--- config.mk ---
export PLATFORM = sky130hd
export DESIGN_NAME = strobe_sequencer
export DESIGN_NICKNAME = d
export VERILOG_FILES = /design/src/rtl/strobe_seq_pkg.sv /design/src/rtl/button_debouncer.sv /design/src/rtl/strobe_sequencer.sv
export SDC_FILE = /design/constraint.sdc
export NUM_CORES = 1
export LEC_CHECK = 0
export CORE_MARGIN = 2
export CORE_UTILIZATION = 60
export DETAILED_ROUTE_END_ITERATION = 8
export PLACE_DENSITY = 0.75
export SLEW_MARGIN = 10
export SYNTH_ARGS = -nofsm -noshare
export SYNTH_HDL_FRONTEND = slang
export SYNTH_SLANG_ARGS = --single-unit
--- constraint.sdc ---
create_clock -name clk -period 9.3 [get_ports clk]
set_input_delay 2.325 -clock clk [delete_from_list [all_inputs] [get_ports clk]]
set_output_delay 2.325 -clock clk [all_outputs]
set_load 0.05 [all_outputs]
--- src/rtl/strobe_seq_pkg.sv ---
// Shared types and helpers for the front-panel strobe sequencer.
package strobe_seq_pkg;

  localparam int unsigned NUM_RATES = 4;

  typedef enum logic [1:0] {
    ST_OFF    = 2'd0,
    ST_MANUAL = 2'd1,
    ST_AUTO   = 2'd2
  } state_t;

  function automatic logic [NUM_RATES-1:0] onehot4(input logic [1:0] idx);
    logic [NUM_RATES-1:0] w_code;
    w_code      = '0;
    w_code[idx] = 1'b1;
    return w_code;
  endfunction

endpackage

--- src/rtl/button_debouncer.sv ---
// Synchronises one raw push-button, debounces it and emits a one-cycle pulse per accepted press.
module button_debouncer #(
  parameter int unsigned DEBOUNCE_CYCLES = 120_000
) (
  input  logic clk,
  input  logic reset,
  input  logic btn_raw,
  output logic level,
  output logic press_pulse
);

  localparam int unsigned     CNT_W   = $clog2(DEBOUNCE_CYCLES);
  localparam logic [CNT_W-1:0] CNT_MAX = CNT_W'(DEBOUNCE_CYCLES - 1);

  logic             r_sync1;
  logic             r_sync2;
  logic             r_stable;
  logic             r_stable_q;
  logic             r_pulse;
  logic [CNT_W-1:0] r_cnt;

  always_ff @(posedge clk or posedge reset) begin
    if (reset) begin
      r_sync1    <= 1'b0;
      r_sync2    <= 1'b0;
      r_stable   <= 1'b0;
      r_stable_q <= 1'b0;
      r_pulse    <= 1'b0;
      r_cnt      <= '0;
    end else begin
      r_sync1    <= btn_raw;
      r_sync2    <= r_sync1;
      r_stable_q <= r_stable;
      // Rising edge of the accepted level only; releases never pulse.
      r_pulse    <= r_stable & ~r_stable_q;
      if (r_sync2 == r_stable) begin
        r_cnt <= '0;
      end else if (r_cnt == CNT_MAX) begin
        r_stable <= r_sync2;
        r_cnt    <= '0;
      end else begin
        r_cnt <= r_cnt + 1'b1;
      end
    end
  end

  assign level       = r_stable;
  assign press_pulse = r_pulse;

endmodule

--- src/rtl/strobe_sequencer.sv ---
// Front-panel mode machine (OFF / MANUAL / AUTO) driving the one-hot strobe rate select.
module strobe_sequencer
  import strobe_seq_pkg::*;
#(
  parameter int unsigned DEBOUNCE_CYCLES = 120_000,
  parameter int unsigned DWELL_CYCLES    = 24_000_000
) (
  input  logic       clk,
  input  logic       reset,
  input  logic       btn_next,
  input  logic       btn_prev,
  input  logic       btn_mode,
  output logic [3:0] select,
  output logic [1:0] rate_idx,
  output logic       auto_on
);

  localparam int unsigned      DW_W      = $clog2(DWELL_CYCLES);
  localparam logic [DW_W-1:0]  DWELL_MAX = DW_W'(DWELL_CYCLES - 1);

  logic       w_p_next;
  logic       w_p_prev;
  logic       w_p_mode;
  logic [2:0] w_levels_unused;

  button_debouncer #(.DEBOUNCE_CYCLES(DEBOUNCE_CYCLES)) u_db_next (
    .clk         (clk),
    .reset       (reset),
    .btn_raw     (btn_next),
    .level       (w_levels_unused[0]),
    .press_pulse (w_p_next)
  );

  button_debouncer #(.DEBOUNCE_CYCLES(DEBOUNCE_CYCLES)) u_db_prev (
    .clk         (clk),
    .reset       (reset),
    .btn_raw     (btn_prev),
    .level       (w_levels_unused[1]),
    .press_pulse (w_p_prev)
  );

  button_debouncer #(.DEBOUNCE_CYCLES(DEBOUNCE_CYCLES)) u_db_mode (
    .clk         (clk),
    .reset       (reset),
    .btn_raw     (btn_mode),
    .level       (w_levels_unused[2]),
    .press_pulse (w_p_mode)
  );

  state_t            r_state;
  logic [1:0]        r_rate;
  logic [DW_W-1:0]   r_dwell;
  logic [3:0]        r_select;
  logic              r_auto;

  state_t            w_state_d;
  logic [1:0]        w_rate_d;
  logic [DW_W-1:0]   w_dwell_d;
  logic [3:0]        w_select_d;
  logic              w_auto_d;
  logic              w_step;
  logic [1:0]        w_rate_user;

  // Simultaneous next+prev cancel out and count as no user step at all.
  assign w_step      = w_p_next ^ w_p_prev;
  assign w_rate_user = w_p_next ? (r_rate + 2'd1) : (r_rate - 2'd1);

  always_comb begin
    w_state_d = r_state;
    w_rate_d  = r_rate;
    w_dwell_d = r_dwell;
    unique case (r_state)
      ST_OFF: begin
        if (w_p_mode) w_state_d = ST_MANUAL;
      end
      ST_MANUAL: begin
        if (w_p_mode) begin
          w_state_d = ST_AUTO;
          w_dwell_d = '0;
        end else if (w_step) begin
          w_rate_d = w_rate_user;
        end
      end
      ST_AUTO: begin
        if (w_p_mode) begin
          w_state_d = ST_OFF;
          w_dwell_d = '0;
        end else if (w_step) begin
          w_rate_d  = w_rate_user;
          w_dwell_d = '0;
        end else if (r_dwell == DWELL_MAX) begin
          w_rate_d  = r_rate + 2'd1;
          w_dwell_d = '0;
        end else begin
          w_dwell_d = r_dwell + 1'b1;
        end
      end
      default: begin
        w_state_d = ST_OFF;
        w_dwell_d = '0;
      end
    endcase
    w_select_d = (w_state_d == ST_OFF) ? 4'b0000 : onehot4(w_rate_d);
    w_auto_d   = (w_state_d == ST_AUTO);
  end

  always_ff @(posedge clk or posedge reset) begin
    if (reset) begin
      r_state  <= ST_OFF;
      r_rate   <= 2'd0;
      r_dwell  <= '0;
      r_select <= 4'b0000;
      r_auto   <= 1'b0;
    end else begin
      r_state  <= w_state_d;
      r_rate   <= w_rate_d;
      r_dwell  <= w_dwell_d;
      r_select <= w_select_d;
      r_auto   <= w_auto_d;
    end
  end

  assign select   = r_select;
  assign rate_idx = r_rate;
  assign auto_on  = r_auto;

endmodule

# == Word-level counts from Yosys, hierarchy flattened ==
# Index checks and enable logic that the tools add are counted.
# classes
n_bitwise,11
order_cmp,2
muxes,25
n_addsub,6
n_reduce_logical,7
eq_ne,11
# ops
op,count
17-bit 2-to-1 mux,6
25-bit 2-to-1 mux,4
25-bit case mux with 3 select lines,1
17-bit by 1-bit adder with 17-bit output (second input constant),3
17-bit == test (second input constant),3
25-bit by 1-bit adder with 25-bit output (second input constant),1
25-bit == test (second input constant),1
2-bit 2-to-1 mux,9
2-bit AND reduction,4
1-bit NOT,7
2-bit case mux with 3 select lines,1
2-bit == test (second input constant),2
2-bit zero test,2
4-bit 2-to-1 mux,1
2-bit case mux with 2 select lines,1
1-bit bitwise AND,3
1-bit == test,3
2-bit by 3-bit < comparator with 1-bit output (second input constant),1
2-bit by 1-bit adder with 2-bit output (second input constant),1
1-bit demux with 2-bit select,1
2-bit by 1-bit == test with 1-bit output (second input constant),1
2-bit by 1-bit greater-or-equal comparator with 1-bit output (second input constant),1
2-bit by 1-bit inequality test with 1-bit output (second input constant),1
2-bit by 1-bit subtractor with 2-bit output (second input constant),1
3 further kinds,3
# word_totals
elab_cells,85
output_inout_bits,7
reg_bits,100
inputBits,5

# == Longest topological paths before layout ==
# depth
depth_word,10
ltp_mapped,9
mapped_depth_nobuf,8

# == Modules after synthesis ==
# From an unflattened synthesis, not the netlist that was laid out.
# hier_totals
hier_cells,480
hier_area_um2,4835.9
# modules_own_cells
module,area_per_inst_um2,cells_per_inst,seq_area_each_um2,n_inst
button_debouncer,991.0,95,550.5,3
strobe_sequencer,1863.0,195,850.8,1

# == Worst setup path before layout ==
# OpenSTA, ideal clock, no wires.
# synth_timing
path_kind,reg2out
startpoint,"register r_rate[0], in the netlist rate_idx[0]"
endpoint,output rate_idx[0]
path_stages_with_launch,1
t_arrival_ps,689
setup_slack_ps,6286
n_path_buf,0
t_required_ps,6975
path_cell_list,dfrtp_1
# synth_lines
element,line_no,rtl
start: declaration,strobe_sequencer.sv:51,logic [1:0] r_rate;
start signal: assignment,strobe_sequencer.sv:116,r_rate <= w_rate_d;
end: declaration,strobe_sequencer.sv:14,"output logic [1:0] rate_idx,"
# No word-level cell between the ends.

# == Final worst setup path ==
# layout_timing
startpoint,"register r_rate[0], in the netlist rate_idx[0]"
endpoint,output rate_idx[0]
# No word-level cell between the ends.

==> out/summary.txt <==
Status -> finished, final reports clean
Netlist Area Pre-Place -> 4810 µm²
Largest net degree at the start of global routing -> 87
Fin crit period -> 4.00 ns
Grt total ovfl -> 0
Synth Area per Inst -> 10.0 µm²
Root Driver -> clkbuf_8
Cells along the critical path -> clkdlybuf4s50_1
I/O Pins -> 12
FF-to-FF path depth -> 7
Power consumption -> 725 µW
Hold depth -> 0
Internal cell power -> 559 µW
Capturing point of the worst reg2reg path -> r_dwell[23]$_DFFE_PP0P_
DR vias/cell -> 5.60
Reg2reg start -> r_state[1]$_DFF_PP0_
Setup_tns -> 0 ns
Unique cell type count in the Yosys netlist -> 50
Sequential fraction of the synthesis area -> 52.0%
Net Sw Power -> 165 µW
Max-cap violations -> 0
Max Slew Vio Count -> 0
WP buf/inv -> 1
Clock power frac -> 36.0%
CP required -> 6.98 ns
Setup Crit Path Kind -> flop to output pin
Syn_nets -> 492
HPWL after detailed placement -> 5560 µm
Buffers added on ports -> 11
CTS resizes -> 0
Setup bufs post-CTS -> 0
Period utilization -> 43.0%
Reg clk slew, reported paths -> 0.09 ns
Setup WS post-layout -> 5.30 ns
DRT Wirelength -> 8040 µm
Placer Congestion -> 0.825
Worst endpoint data arrival time -> 1.67 ns
Flop pwr share -> 61.2%
Layout area overhead -> 8.27%
CP max stage delay -> 0.84 ns
Max VDD drop -> 0.0867 mV
Initial antenna violation count -> 0
# rows -> 32
Synth Register Bits -> 100
Hold EP -> u_db_mode.r_sync2$_DFF_PP0_
PwrDens -> 139 nW/µm²
Chip width -> 93.5 µm
Hold_sp -> u_db_mode.r_sync1$_DFF_PP0_
Via count -> 3339
Top cells by area, synth -> dfrtp_1 52%, xor2_1 7.8%, nor2_1 6.5%, xnor2_1 4.2%, nand3_1 2.8%
Post-synth EDFFs -> 0
Antenna Cells -> 0
Drt first pass iters -> 4
Slowest CP cell -> clkdlybuf4s50_1
Number of global-route vias before repair -> 3245
Combinational share of power -> 2.8%
Startpoint types -> flop
GRT Util Overall -> 20.6%
Maximum clock path buffer count -> 2
Actual slew at the worst max-slew pin -> 1.11 ns
Chip height -> 93.5 µm
H-tree depth reported by CTS -> 3
Max_slew headroom -> 25.6%
Async set-reset flop share out of synthesis -> 100%
Synth top area share -> 52.0%
Hold Fails Final Rpt -> 0
CTS tree -> built
Critical Path End Type -> output pin
Sw Ratio -> 22.8%
Cells after Synth -> 479
Post-route ant nets -> 0
Most used flip-flop cell after synthesis -> dfrtp_1
CTS Buf Count -> 9
Final Skew -> 0.00905 ns
F_max -> 250 MHz
DP Worst Slack -> 5.34 ns
Commonest cells after routing, fill and taps aside -> 100 x dfrtp_1, 83 x nor2_1, 43 x xor2_1, 28 x nand2_1, 27 x nand3_1
R2R Setup Slk -> 6.65 ns
Drt initial violations -> 179
Die ar. -> 8750 µm²
Initial core utilization -> 61.9%
Cts hold-fix bufs -> 0
Worst path top cell family by delay -> buffers and inverters
RSZ-0062 raised after global routing -> false
Core Box Area -> 7770 µm²
First-pass GRT wire length -> 14600 µm
Area leader, netlist -> dfrtp_1
Hold Path Class -> flop to flop
Fin nets -> 502
Clk_lat worst skew -> 0.35 ns
Yosys warns -> 0
Maximum net fanout on the critical path -> 9
Drt wl/cell -> 13.5 µm
DR DRC count -> 0
Endpoints failing setup -> 0
Leak pwr -> 0.00231 µW
CTS Sinks -> 100
Most common cell after layout, fill and taps aside -> dfrtp_1
Share of layout cells above drive strength 1 -> 6.48%
==> power by group through the flow <==
stage | sequential, µW | combinational (µW) | clock [µW]
floorplan | 451 | 15.7 | 0
global placement | 451 | 21.2 | 0
detailed placement | 452 | 21.5 | 0
CTS | 443 | 21.6 | 273
global route | 444 | 24.8 | 288
finish | 443 | 20.5 | 261
==> registers in the layout, indices dropped and copies added (netlist names), 2 cells and up <==
| register | flops |
|---|---|
| r_dwell | 25 |
| u_db_next.r_cnt | 17 |
| u_db_mode.r_cnt | 17 |
| select | 4 |
| r_state | 2 |
| u_db_prev.r_cnt | 17 |
| rate_idx | 2 |
==> cells in the mapped netlist, drive strengths merged (3+ instances only) <==
cell type,count
and4,8
nor2,83
nand4,20
xnor2,23
inv,16
and3,18
clkbuf,11
nor2b,5
or3,6
nand2b,6
ha,8
o21ai,12
a21oi,8
and2,4
xor2,43
or2,3
nand3,28
nand2,28
dfrtp,100
mux2,3
nor4,9
nor3,7
or4,3
==> worst max path at each step <==
stage,start,end,slack (ns),cells after the start
CTS,rate_idx[0]$_DFF_PP0_,rate_idx[0],5.28,1
floorplan,reset,auto_on$_DFF_PP0_,4.36,1
global route,rate_idx[0]$_DFF_PP0_,rate_idx[0],5.22,1
detailed placement,reset,u_db_next.r_cnt[14]$_DFF_PP0_,5.34,3
finish,rate_idx[0]$_DFF_PP0_,rate_idx[0],5.30,1
global placement,reset,rate_idx[0]$_DFF_PP0_,5.33,3
==> area by class of cell <==
cell class,instances,area (µm²)
clock buffer,11,151
clock inverter,5,42.5
fill,616,2560
inverter,16,62.6
multi-input combinational,350,2200
sequential,100,2500
tap,102,128
timing repair buffer,12,118
==> per-stage QoR <==
stage | hold WS, ns | std cells | instance area [µm²] | util (%)
floorplan | 0.331 | 479 | 4810 | -
global placement | 0.338 | 580 | 5010 | 64.6
detailed placement | 0.342 | 580 | 5010 | 64.6
CTS | 0.364 | 596 | 5210 | 67.1
global route | 0.366 | 596 | 5210 | 67.1
finish | 0.365 | 596 | 5210 | 67.1
==> layer usage <==
| layer | track usage [%] | wire, µm | vias up |
|---|---|---|---|
| li1 | - | - | 1663 |
| met1 | 28.8 | 3900 | 1616 |
| met2 | 32.6 | 3780 | 48 |
| met3 | 5.16 | 256 | 12 |
| met4 | 4.83 | 99 | 0 |
| met5 | 0 | 0 | - |
==> kinds of logic (layout without fill, tap and decap cells) <==
| logic type | after synthesis | in the layout | synth area share [%] |
|---|---|---|---|
| buf+inv | 29 | 44 | 2.29 |
| compound gates | 33 | 33 | 4.29 |
| fa+ha+maj | 8 | 8 | 2.08 |
| flops | 100 | 100 | 52.0 |
| xor+xnor | 66 | 66 | 12.0 |
| simple gates | 240 | 240 | 26.6 |
| mux | 3 | 3 | 0.702 |
Power figures use the tool's default switching activity.
